==> config.mk <==
export PLATFORM = sky130hd
export DESIGN_NAME = aes_round_sequencer
export DESIGN_NICKNAME = d
export VERILOG_FILES = /design/src/rtl/aes_pkg.sv /design/src/rtl/aes_round_sequencer.sv
export SDC_FILE = /design/constraint.sdc
export NUM_CORES = 1
export LEC_CHECK = 0
export BUFFER_PORTS_ARGS = -buffer_cell sky130_fd_sc_hd__buf_2
export CORE_UTILIZATION = 59
export CTS_BUF_LIST = sky130_fd_sc_hd__clkbuf_8
export CTS_CLUSTER_DIAMETER = 50
export DETAILED_ROUTE_END_ITERATION = 12
export PLACE_DENSITY = 0.94
export REMOVE_ABC_BUFFERS = 1
export SYNTH_ARGS = -nofsm -noshare
export SYNTH_HDL_FRONTEND = slang
export SYNTH_SLANG_ARGS = --single-unit
==> constraint.sdc <==
create_clock -name clk -period 5.6 [get_ports clk]
set_input_delay 0.28 -clock clk [delete_from_list [all_inputs] [get_ports clk]]
set_output_delay 0.28 -clock clk [all_outputs]
set_load 0.01 [all_outputs]
==> src/rtl/aes_pkg.sv <==
// aes_pkg: shared types and round-count constants for the AES round sequencer
package aes_pkg;
  typedef enum logic [1:0] {IDLE, INIT, ROUND, DONE} seq_state_t;
  localparam int AES128_ROUNDS = 10;
  localparam int AES192_ROUNDS = 12;
  localparam int AES256_ROUNDS = 14;
  localparam int RK_IDX_W = 4;
endpackage

==> src/rtl/aes_round_sequencer.sv <==
// aes_round_sequencer: steps the shared AES round datapath through one block and holds the result
module aes_round_sequencer
  import aes_pkg::*;
#(
  parameter int NUM_ROUNDS = AES128_ROUNDS
) (
  input  logic                clk,
  input  logic                rst,
  input  logic                flush,
  input  logic                key_busy,
  input  logic                in_valid,
  output logic                in_ready,
  input  logic                decrypt,
  output logic                load_state,
  output logic                round_en,
  output logic                final_round,
  output logic                inv,
  output logic [RK_IDX_W-1:0] rk_idx,
  output logic                out_valid,
  input  logic                out_ready,
  output logic                busy,
  output logic [15:0]         blk_cnt
);
  localparam logic [RK_IDX_W-1:0] NR = RK_IDX_W'(NUM_ROUNDS);
  seq_state_t          state_q;
  logic [RK_IDX_W-1:0] rnd_q;
  logic                mode_q;
  logic [15:0]         cnt_q;
  logic                last, out_hs, in_hs;
  assign last   = rnd_q == NR;
  assign out_hs = state_q == DONE && out_ready;
  // accept from IDLE, or from DONE only when the held result leaves in the same cycle
  assign in_ready = !rst && !flush && !key_busy && (state_q == IDLE || out_hs);
  assign in_hs    = in_valid && in_ready;
  always_ff @(posedge clk) begin
    if (rst) begin
      state_q <= IDLE;
      rnd_q   <= '0;
      mode_q  <= 1'b0;
      cnt_q   <= '0;
    end else if (flush) begin
      state_q <= IDLE;
      rnd_q   <= '0;
    end else begin
      case (state_q)
        IDLE: if (in_hs) begin
          mode_q  <= decrypt;
          state_q <= INIT;
        end
        INIT: begin
          rnd_q   <= RK_IDX_W'(1);
          state_q <= ROUND;
        end
        ROUND: if (last) state_q <= DONE;
               else rnd_q <= rnd_q + 1'b1;
        DONE: if (out_ready) begin
          cnt_q <= cnt_q + 16'd1;
          if (in_hs) begin
            mode_q  <= decrypt;
            state_q <= INIT;
          end else state_q <= IDLE;
        end
        default: state_q <= IDLE;
      endcase
    end
  end
  always_comb begin
    busy        = !rst && state_q != IDLE;
    load_state  = !rst && state_q == INIT;
    round_en    = !rst && state_q == ROUND;
    final_round = round_en && last;
    out_valid   = !rst && state_q == DONE;
    inv         = !rst && mode_q;
    blk_cnt     = rst ? '0 : cnt_q;
    rk_idx      = load_state ? (mode_q ? NR : '0) :
                  round_en   ? (mode_q ? NR - rnd_q : rnd_q) : '0;
  end
endmodule

==> results.cfg, run 1 <==
[grt]
grt_pass1_vias = 1240
grt-ovfl-total = 0
grt_pass1_wl_mm = 5.24
grt_usage_pct = 25.7
antenna_found_initial = 0
grt_max_degree = 43

[synthesis]
synthXorXnorAreaFrac_pct = 6.04
ys.flop_type = dfxtp_1
ys_warn_count = 0
synth_fa_ha_area_share_pct = 6.90
synth_top_area_share_pct = 31.8
synth.distinct_cells = 42
synthesis.area_um2 = 1450
synth-seq-cells = 23
synth_edf_count = 0
yosysSeqAreaShare_pct = 31.8
synth.area.top_cells = dfxtp_1 (32%), ha_1 (6.9%), nor2b_1 (6.9%), nor2_1 (5.4%), a21oi_1 (4.1%)
synth_compound_area_share_pct = 10.9
synth.largest_area_cell = dfxtp_1
synth_mux_area_share_pct = 5.09
ys_async_sr_fraction_pct = 0
synth_cells = 181
synth_top_family_by_area = simple AND/OR/NAND/NOR gates
syn_avg_cell_area_um2 = 8.01
synthSimpleGateAreaFrac_pct = 34.8

[finish]
drive_gt1_share_pct = 18.7
diodes = 0
area_growth_pct = 14.5
layout.nets = 225
utilization_pct = 73.6

[clocking]
clk_pin_slew_worst_paths_ns = 0.08
holdBufCountCts = 0
post_cts_resized = 0
tritoncts = done
clk_path_buf_depth = 2
cts-root-buf = clkbuf_8
clk_latency_ns = 0.27
cts_num_sinks = 23
cts_buffers = 3
cts_setup_buffers = 0
htreeDepth = 1

[sta]
fin_crit_sh_pct = 39.0
whs_ns = 0.259
drv_slew = 0
worst_pin_slew_ns = 0.663
max_slew_margin_pct = 55.8
fin_ws_ns = 3.42
setup_viol = 0
skew_ns = 0.000985
hold_violations = 0
max_freq_ghz = 0.458
rsz0062_at_grt = no
fin_crit_ns = 2.18
timing.setup.tns_ns = 0

[power]
power_density_nw_per_um2 = 172
comb_power_share_pct = 5.3
vdd.ir_drop.worst_mv = 0.152
power.internal_uw = 219
swShare_pct = 23.4
switchingPower_uw = 66.7
p_leak_nw = 0.697
seqPwrFrac_pct = 57.6
clock_power_share_pct = 37.2
power_uw = 285

[worst_setup_path]
arrival_ns = 1.90
ff2ff_path_depth = 5
cp-start-kind = flop
worstSetupEndpointType = output port
regToRegSetupSlack_ns = 3.56
required_ns = 5.32
r2r-start = state_q[1]$_SDFFE_PP0P_
setup.worst_path.end = rk_idx[1]
crit_type = flop to output port
worstReg2RegEnd = cnt_q[15]$_SDFFE_PP0P_
cp-startpoint = state_q[0]$_SDFFE_PP0P_
worstPathMaxFanout = 12

[placement]
gp_congestion = 0.808
pre_cts_slack_ns = 3.44
place_hpwl_mm = 2.35
io_buffers = 33

[routing]
drt-total-wl_mm = 3.21
firstDrtPassIters = 6
postRouteAntennaNets = 0
via_count = 1399
vias_per_cell = 5.90
routedWlPerCell_um = 13.6
drt-initial-drc-count = 35
drc = 0

[run_status]
status = finished, final reports clean

[floorplanning]
num_io_pins = 34
die_area_um2 = 2660
die_w_um = 51.6
start_util_pct = 64.3
fp.dieH_um = 51.6
coreArea_um2 = 2250
fp-row-count = 17

[job]
maxCapViolCount = 0

[worst_hold_path]
min_path_type = primary input to flop
-- metrics by stage --
stage	instance area, µm²	instances
3_5_place_dp	1610	233
6_report	1660	237
3_3_place_gp	1610	233
2_1_floorplan	1410	172
5_1_grt	1660	237
4_1_cts	1660	237
-- cell families after synthesis --
kind of cell	Yosys count
AND/OR/NAND/NOR	90
AO/OA/AOI/OAI	26
flip-flops	23
buffers and inverters	17
XOR/XNOR	10
adder cells (fa/ha/maj)	8
multiplexers	7
-- cell usage in the layout (no fill, tap or decap), types with 4 or more instances in the layout --
cell / Yosys / layout
a21oi_1: 12 / 12
mux2i_1: 4 / 4
nor2b_1: 16 / 16
xor2_1: 6 / 6
xnor2_1: 4 / 4
nand2_1: 8 / 8
nor3_1: 8 / 8
nor2_1: 21 / 21
dfxtp_1: 23 / 23
or3_1: 4 / 4
o21ai_1: 5 / 5
nand4_1: 4 / 4
inv_1: 7 / 7
buf_2: 2 / 33
nand3_1: 8 / 8
ha_1: 8 / 8
-- cell type report --
class,instances,area [µm²]
fill,173,594
sequential,23,460
timing repair buffer,33,165
clock buffer,3,41.3
inverter,8,30.0
clock inverter,1,5.00
tap,28,35.0
multi-input combinational,141,923
-- per-layer routing --
layer  part of all wire (%)  global-route usage, %  routed length, µm
met5                      0                      0                  0
met3                    4.1                   2.92                132
met1                     43                   29.2               1370
met4                    1.0                   9.91                 33
met2                     52                   48.3               1670
-- critical path: stages (launching register included) --
cell and delay, ns:
dfxtp_1 0.34, inv_1 0.15, ha_1 0.43, nor4bb_1 0.36, a21oi_1 0.07, nor2_1 0.13
buf_2 0.15
-- power by group through the flow --
| stage | logic, mW | registers (mW) | clock network (mW) |
|---|---|---|---|
| 5_1_grt | 0.0168 | 0.164 | 0.112 |
| 2_1_floorplan | 0.00611 | 0.168 | 0 |
| 6_report | 0.0151 | 0.164 | 0.106 |
| 4_1_cts | 0.0148 | 0.164 | 0.106 |
| 3_5_place_dp | 0.0148 | 0.168 | 0 |
| 3_3_place_gp | 0.0139 | 0.168 | 0 |
-- how the worst min path moves through the flow --
stage / cells past startpoint / slack [ns] / from / to
2_1_floorplan: 1 / 0.35 / rst / cnt_q[11]$_SDFFE_PP0P_
3_3_place_gp: 2 / 0.46 / cnt_q[15]$_SDFFE_PP0P_ / cnt_q[15]$_SDFFE_PP0P_
3_5_place_dp: 2 / 0.47 / cnt_q[15]$_SDFFE_PP0P_ / cnt_q[15]$_SDFFE_PP0P_
4_1_cts: 3 / 0.26 / decrypt / mode_q$_SDFFE_PP0P_
5_1_grt: 3 / 0.26 / decrypt / mode_q$_SDFFE_PP0P_
6_report: 3 / 0.26 / decrypt / mode_q$_SDFFE_PP0P_
-- cells in the mapped netlist, types with 3 or more instances --
master and number:
dfxtp_1 23, nor2_1 21, nor2b_1 16, a21oi_1 12, ha_1 8, nand2_1 8, nand3_1 8, nor3_1 8
inv_1 7, xor2_1 6, clkbuf_1 5, o21ai_1 5, mux2i_1 4, nand4_1 4, or3_1 4, xnor2_1 4
mux2_1 3, nand3b_1 3, or4_1 3
-- state kept, by name, indices dropped and copies added (netlist names) --
| register | count |
|---|---|
| mode_q | 1 |
| rnd_q | 4 |
| state_q | 2 |
| cnt_q | 16 |
No activity file was read; power rests on OpenSTA's default activity.
==> inputs of run 2 (changes only) <==
CORE_UTILIZATION = 55   (was 59)
PLACE_DENSITY = 0.89   (was 0.94)
clock period = 2.1 ns   (was 5.6 ns; I/O delays follow)
==> run 2 against run 1 <==
  * Register-to-register slack worse by 3.4 ns
  * Sequential share of layout area down 0.51 points
  * Combinational power rose to 2.7 times the previous value
  * Critical path depth down 1
==> results.cfg, run 2 (synthesized netlist as in run 1, its figures left out) <==
[worst_setup_path]
required_ns = 2.30
critical-path-slowest-cell = or4_1
worstReg2RegEnd = cnt_q[14]$_SDFFE_PP0P_
worstSetupEndpointType = flop
cp-startpoint = state_q[1]$_SDFFE_PP0P_
ff2ff_path_depth = 5
r2r-start = state_q[1]$_SDFFE_PP0P_
regToRegSetupSlack_ns = 0.21
worstPathMaxFanout = 5
critical-path-max-stage-delay_ns = 0.55
crit_path_cell_trace = ha_1, nand4b_1, or4_1, or3_1, a21oi_1
cp-start-kind = flop
arrival_ns = 2.09
crit_type = flop to flop

[finish]
largest_register_ffs = 16
area_growth_pct = 16.7
utilization_pct = 68.3
design_area_um2 = 1690
final_common_cell = buf_2
layout.nets = 229
final_cell_mix = buf_2 (33), dfxtp_1 (23), nor2_1 (21)
largest-register = cnt_q
multi_input_area_um2 = 923
seq_area_um2 = 460
reg_top3 = cnt_q: 16 flops, rnd_q: 4 flops, state_q: 2 flops
nFillCells = 219
drive_gt1_share_pct = 19.7
diodes = 0

[clocking]
cts_num_sinks = 23
clk_path_buf_depth = 2
clk_pin_slew_worst_paths_ns = 0.08
cts_setup_buffers = 0
cts_buffers = 3
post_cts_resized = 0
holdBufCountCts = 0
tritoncts = done
htreeDepth = 1
cts-root-buf = clkbuf_8
clk_latency_ns = 0.26

[job]
maxCapViolCount = 0

[grt]
busiest_layer = met2
grt_usage_pct = 22.1
grt_pass1_vias = 1116
antenna_found_initial = 0
globalRouteMet1Util_pct = 27.8
grt_pass1_wl_mm = 4.69
grt_util_met3_pct = 4.31
grt-ovfl-total = 0
met2_usage_pct = 38.1
grt_max_degree = 42

[floorplanning]
die_area_um2 = 2850
fp.dieH_um = 53.4
num_io_pins = 34
start_util_pct = 58.5
die_w_um = 53.4
fp-row-count = 18
coreArea_um2 = 2480

[sta]
hold_violations = 0
setup_viol = 0
max_freq_ghz = 0.528
worst_pin_slew_ns = 0.523
rsz0062_at_grt = no
fin_crit_ns = 1.89
fin_ws_ns = 0.207
fin_crit_sh_pct = 90.2
drv_slew = 0
timing.setup.tns_ns = 0
max_slew_margin_pct = 65.2
skew_ns = 0.00458

[run_status]
status = finished, final reports clean

[placement]
place_area_um2 = 1650
gp_congestion = 0.829
place_hpwl_mm = 2.12
io_buffers = 33
pre_cts_slack_ns = 0.237

[worst_hold_path]
hp-start = decrypt
min_path_type = primary input to flop
hold_end = mode_q$_SDFFE_PP0P_
worstHoldPathCells = 3

[power]
power_uw = 748
vdd.ir_drop.worst_mv = 0.421
p_leak_nw = 0.719
power_density_nw_per_um2 = 442

[routing]
routedWlPerCell_um = 11.9
postRouteAntennaNets = 0
drt-total-wl_mm = 2.90
drt-initial-drc-count = 20
vias_per_cell = 5.42
via_count = 1317
firstDrtPassIters = 4
drc = 0
## run 2: changes by cell type in the layout (fill, tap and decap cells not counted), sizes merged
cell    change
buf         +4
clkinv      -1
inv         +1
## run 2: area by class of cell
| class | count | area share [%] |
|---|---|---|
| clock inverters | 1 | 0.222 |
| well taps | 30 | 2.22 |
| repair buffers | 37 | 11.5 |
| flip-flops and latches | 23 | 27.2 |
| inverters | 8 | 1.78 |
| clock buffers | 3 | 2.44 |
| multi-input cells | 141 | 54.6 |
## run 2: metrics by stage
stage	instances	hold slack [ns]
CTS	243	0.0886
detailed placement	239	0.363
finish	243	0.0786
global placement	239	0.353
floorplan	172	0.174
global route	243	0.108
## run 2: how the worst max path moves through the flow
stage / to / slack, ns
final: cnt_q[14]$_SDFFE_PP0P_ / 0.21
after global routing: cnt_q[12]$_SDFFE_PP0P_ / 0.05
after CTS: cnt_q[12]$_SDFFE_PP0P_ / 0.22
after detailed placement: cnt_q[12]$_SDFFE_PP0P_ / 0.24
after global placement: cnt_q[14]$_SDFFE_PP0P_ / 0.32
after floorplan: cnt_q[12]$_SDFFE_PP0P_ / 0.30
## run 2: critical path, delay by kind of cell, from the launching register on
kind / cells / cell delay, ns
AND/OR/NAND/NOR: 3 / 1.04
flip-flops: 1 / 0.41
adder cells (fa/ha/maj): 1 / 0.24
AO/OA/AOI/OAI: 1 / 0.14
## run 2: power breakdown
part	internal (mW)	switching (mW)
clock network	0.131	0.139
registers	0.437	0.00127
logic	0.0145	0.0263
total	0.582	0.166
## run 2: layer usage
layer / share of wire [%] / vias to the layer above / routed length [µm]
met5: 0 / - / 0
met4: 0.55 / 0 / 16
met3: 4.6 / 3 / 134
met2: 46 / 35 / 1340
met1: 49 / 585 / 1420
li1: - / 694 / -
==> inputs of run 3 (changes only) <==
CAP_MARGIN = 20   (was unset)
GPL_TIMING_DRIVEN = 0   (was unset)
==> run 3 against run 2 <==
  * Sequential power is essentially flat
  * Total power grew 1.2%
  * Sequential cell count stayed put
  * Critical endpoint unchanged
==> results.cfg, run 3 (synthesized netlist as in run 1, its figures left out) <==
[sta]
drv_slew = 0
worst_pin_slew_ns = 0.685
fin_crit_ns = 1.96
hold_violations = 0
whs_ns = 0.0748
setup_viol = 0
fin_crit_sh_pct = 93.4
max_slew_margin_pct = 54.3
max_freq_ghz = 0.510
skew_ns = 0.00342
timing.setup.tns_ns = 0
rsz0062_at_grt = yes

[placement]
io_buffers = 33
gp_congestion = 0.810
place_hpwl_mm = 2.06

[worst_setup_path]
cp-start-kind = flop
required_ns = 2.30
critical-path-slowest-cell = or4_1
cp-startpoint = state_q[1]$_SDFFE_PP0P_
critical-path-max-stage-delay_ns = 0.55
worstPathMaxFanout = 8
r2r-start = state_q[1]$_SDFFE_PP0P_
worstReg2RegEnd = cnt_q[14]$_SDFFE_PP0P_
crit_type = flop to flop
crit_path_cell_trace = ha_2, nand4b_1, or4_1, or3_1, a21oi_1
worstSetupEndpointType = flop
critical_path.top_delay_family = simple AND/OR/NAND/NOR gates
ff2ff_path_depth = 5
arrival_ns = 2.16
regToRegSetupSlack_ns = 0.14
critPathBufInv = 0

[finish]
final_common_cell = buf_2
area_growth_pct = 15.4
multi_input_area_um2 = 927
diodes = 0
final_cell_mix = buf_2 (33), dfxtp_1 (23), nor2_1 (21)
reg_top3 = cnt_q: 16 flops, rnd_q: 4 flops, state_q: 2 flops
largest_register_ffs = 16
nFillCells = 215
drive_gt1_share_pct = 20.0
layout.nets = 226
seq_area_um2 = 460
largest-register = cnt_q

[power]
power_uw = 757
power.internal_uw = 583
switchingPower_uw = 173
seqPwrFrac_pct = 57.9
power_density_nw_per_um2 = 452
vdd.ir_drop.worst_mv = 0.474
comb_power_share_pct = 5.4
clock_power_share_pct = 36.8
swShare_pct = 22.9
p_leak_nw = 0.698

[worst_hold_path]
worstHoldPathCells = 3
hp-start = decrypt
hold_end = mode_q$_SDFFE_PP0P_
min_path_type = primary input to flop

[floorplanning]
start_util_pct = 58.5
coreArea_um2 = 2480
fp-row-count = 18
num_io_pins = 34
die_area_um2 = 2850
fp.dieH_um = 53.4
die_w_um = 53.4

[clocking]
cts_buffers = 3
cts_num_sinks = 23
tritoncts = done
clk_pin_slew_worst_paths_ns = 0.08
clk_path_buf_depth = 2
clk_latency_ns = 0.27
htreeDepth = 1
cts-root-buf = clkbuf_8

[routing]
routedWlPerCell_um = 12.0
drt-total-wl_mm = 2.88
postRouteAntennaNets = 0
via_count = 1321
firstDrtPassIters = 6
drc = 0
vias_per_cell = 5.50
drt-initial-drc-count = 27

[grt]
grt-ovfl-total = 0
grt_pass1_wl_mm = 4.71
antenna_found_initial = 0
grt_max_degree = 43
grt_usage_pct = 22.3
grt_pass1_vias = 1130

[job]
maxCapViolCount = 0

[run_status]
status = finished, final reports clean
[run 3: cell type report]
type,count,share of cell area [%]
tap,30,2.24
clock buffer,3,2.47
timing repair buffer,34,10.3
sequential,23,27.5
multi-input combinational,141,55.4
clock inverter,1,0.299
inverter,8,1.79
[run 3: metrics by stage]
step,utilization [%],setup slack (ns),cells,cell area [µm²]
2_1_floorplan,-,0.296,172,1410
3_5_place_dp,65.3,0.0560,235,1620
4_1_cts,67.1,0.0593,239,1660
6_report,67.6,0.139,240,1670
5_1_grt,67.6,-0.0388,240,1670
3_3_place_gp,65.3,0.111,235,1620
[run 3: power by group through the flow]
stage | clock network, mW | logic [mW] | registers, mW
after floorplan | 0 | 0.0163 | 0.448
after global placement | 0 | 0.0381 | 0.448
after detailed placement | 0 | 0.0392 | 0.448
after CTS | 0.285 | 0.0394 | 0.438
after global routing | 0.308 | 0.0453 | 0.438
final | 0.278 | 0.0405 | 0.438
[run 3: worst reg2reg max path, stage by stage (launching register included)]
cell	delay [ns]
dfxtp_1	0.42
ha_2	0.30
nand4b_1	0.15
or4_1	0.56
or3_1	0.33
a21oi_1	0.14
[run 3: layer usage]
layer / part of all wire, % / global-route usage [%]
met1: 47 / 26.7
met2: 48 / 40.0
met4: 0.28 / 2.63
met3: 4.4 / 6.03
met5: 0 / 0
[run 3: worst max path at each step]
stage                              endpoint  depth (start not counted)
floorplan            cnt_q[12]$_SDFFE_PP0P_                          5
global placement    state_q[0]$_SDFFE_PP0P_                          5
detailed placement  state_q[0]$_SDFFE_PP0P_                          5
CTS                  cnt_q[15]$_SDFFE_PP0P_                          5
global route                      rk_idx[1]                          6
finish               cnt_q[14]$_SDFFE_PP0P_                          5
[run 3: repair_timing]
| item | in CTS | in global routing |
|---|---|---|
| gates resized for setup | 0 | 2 |
| endpoints found under the setup margin | 0 | 6 |
| hold buffers | 0 | 0 |
| setup buffers | 0 | 1 |
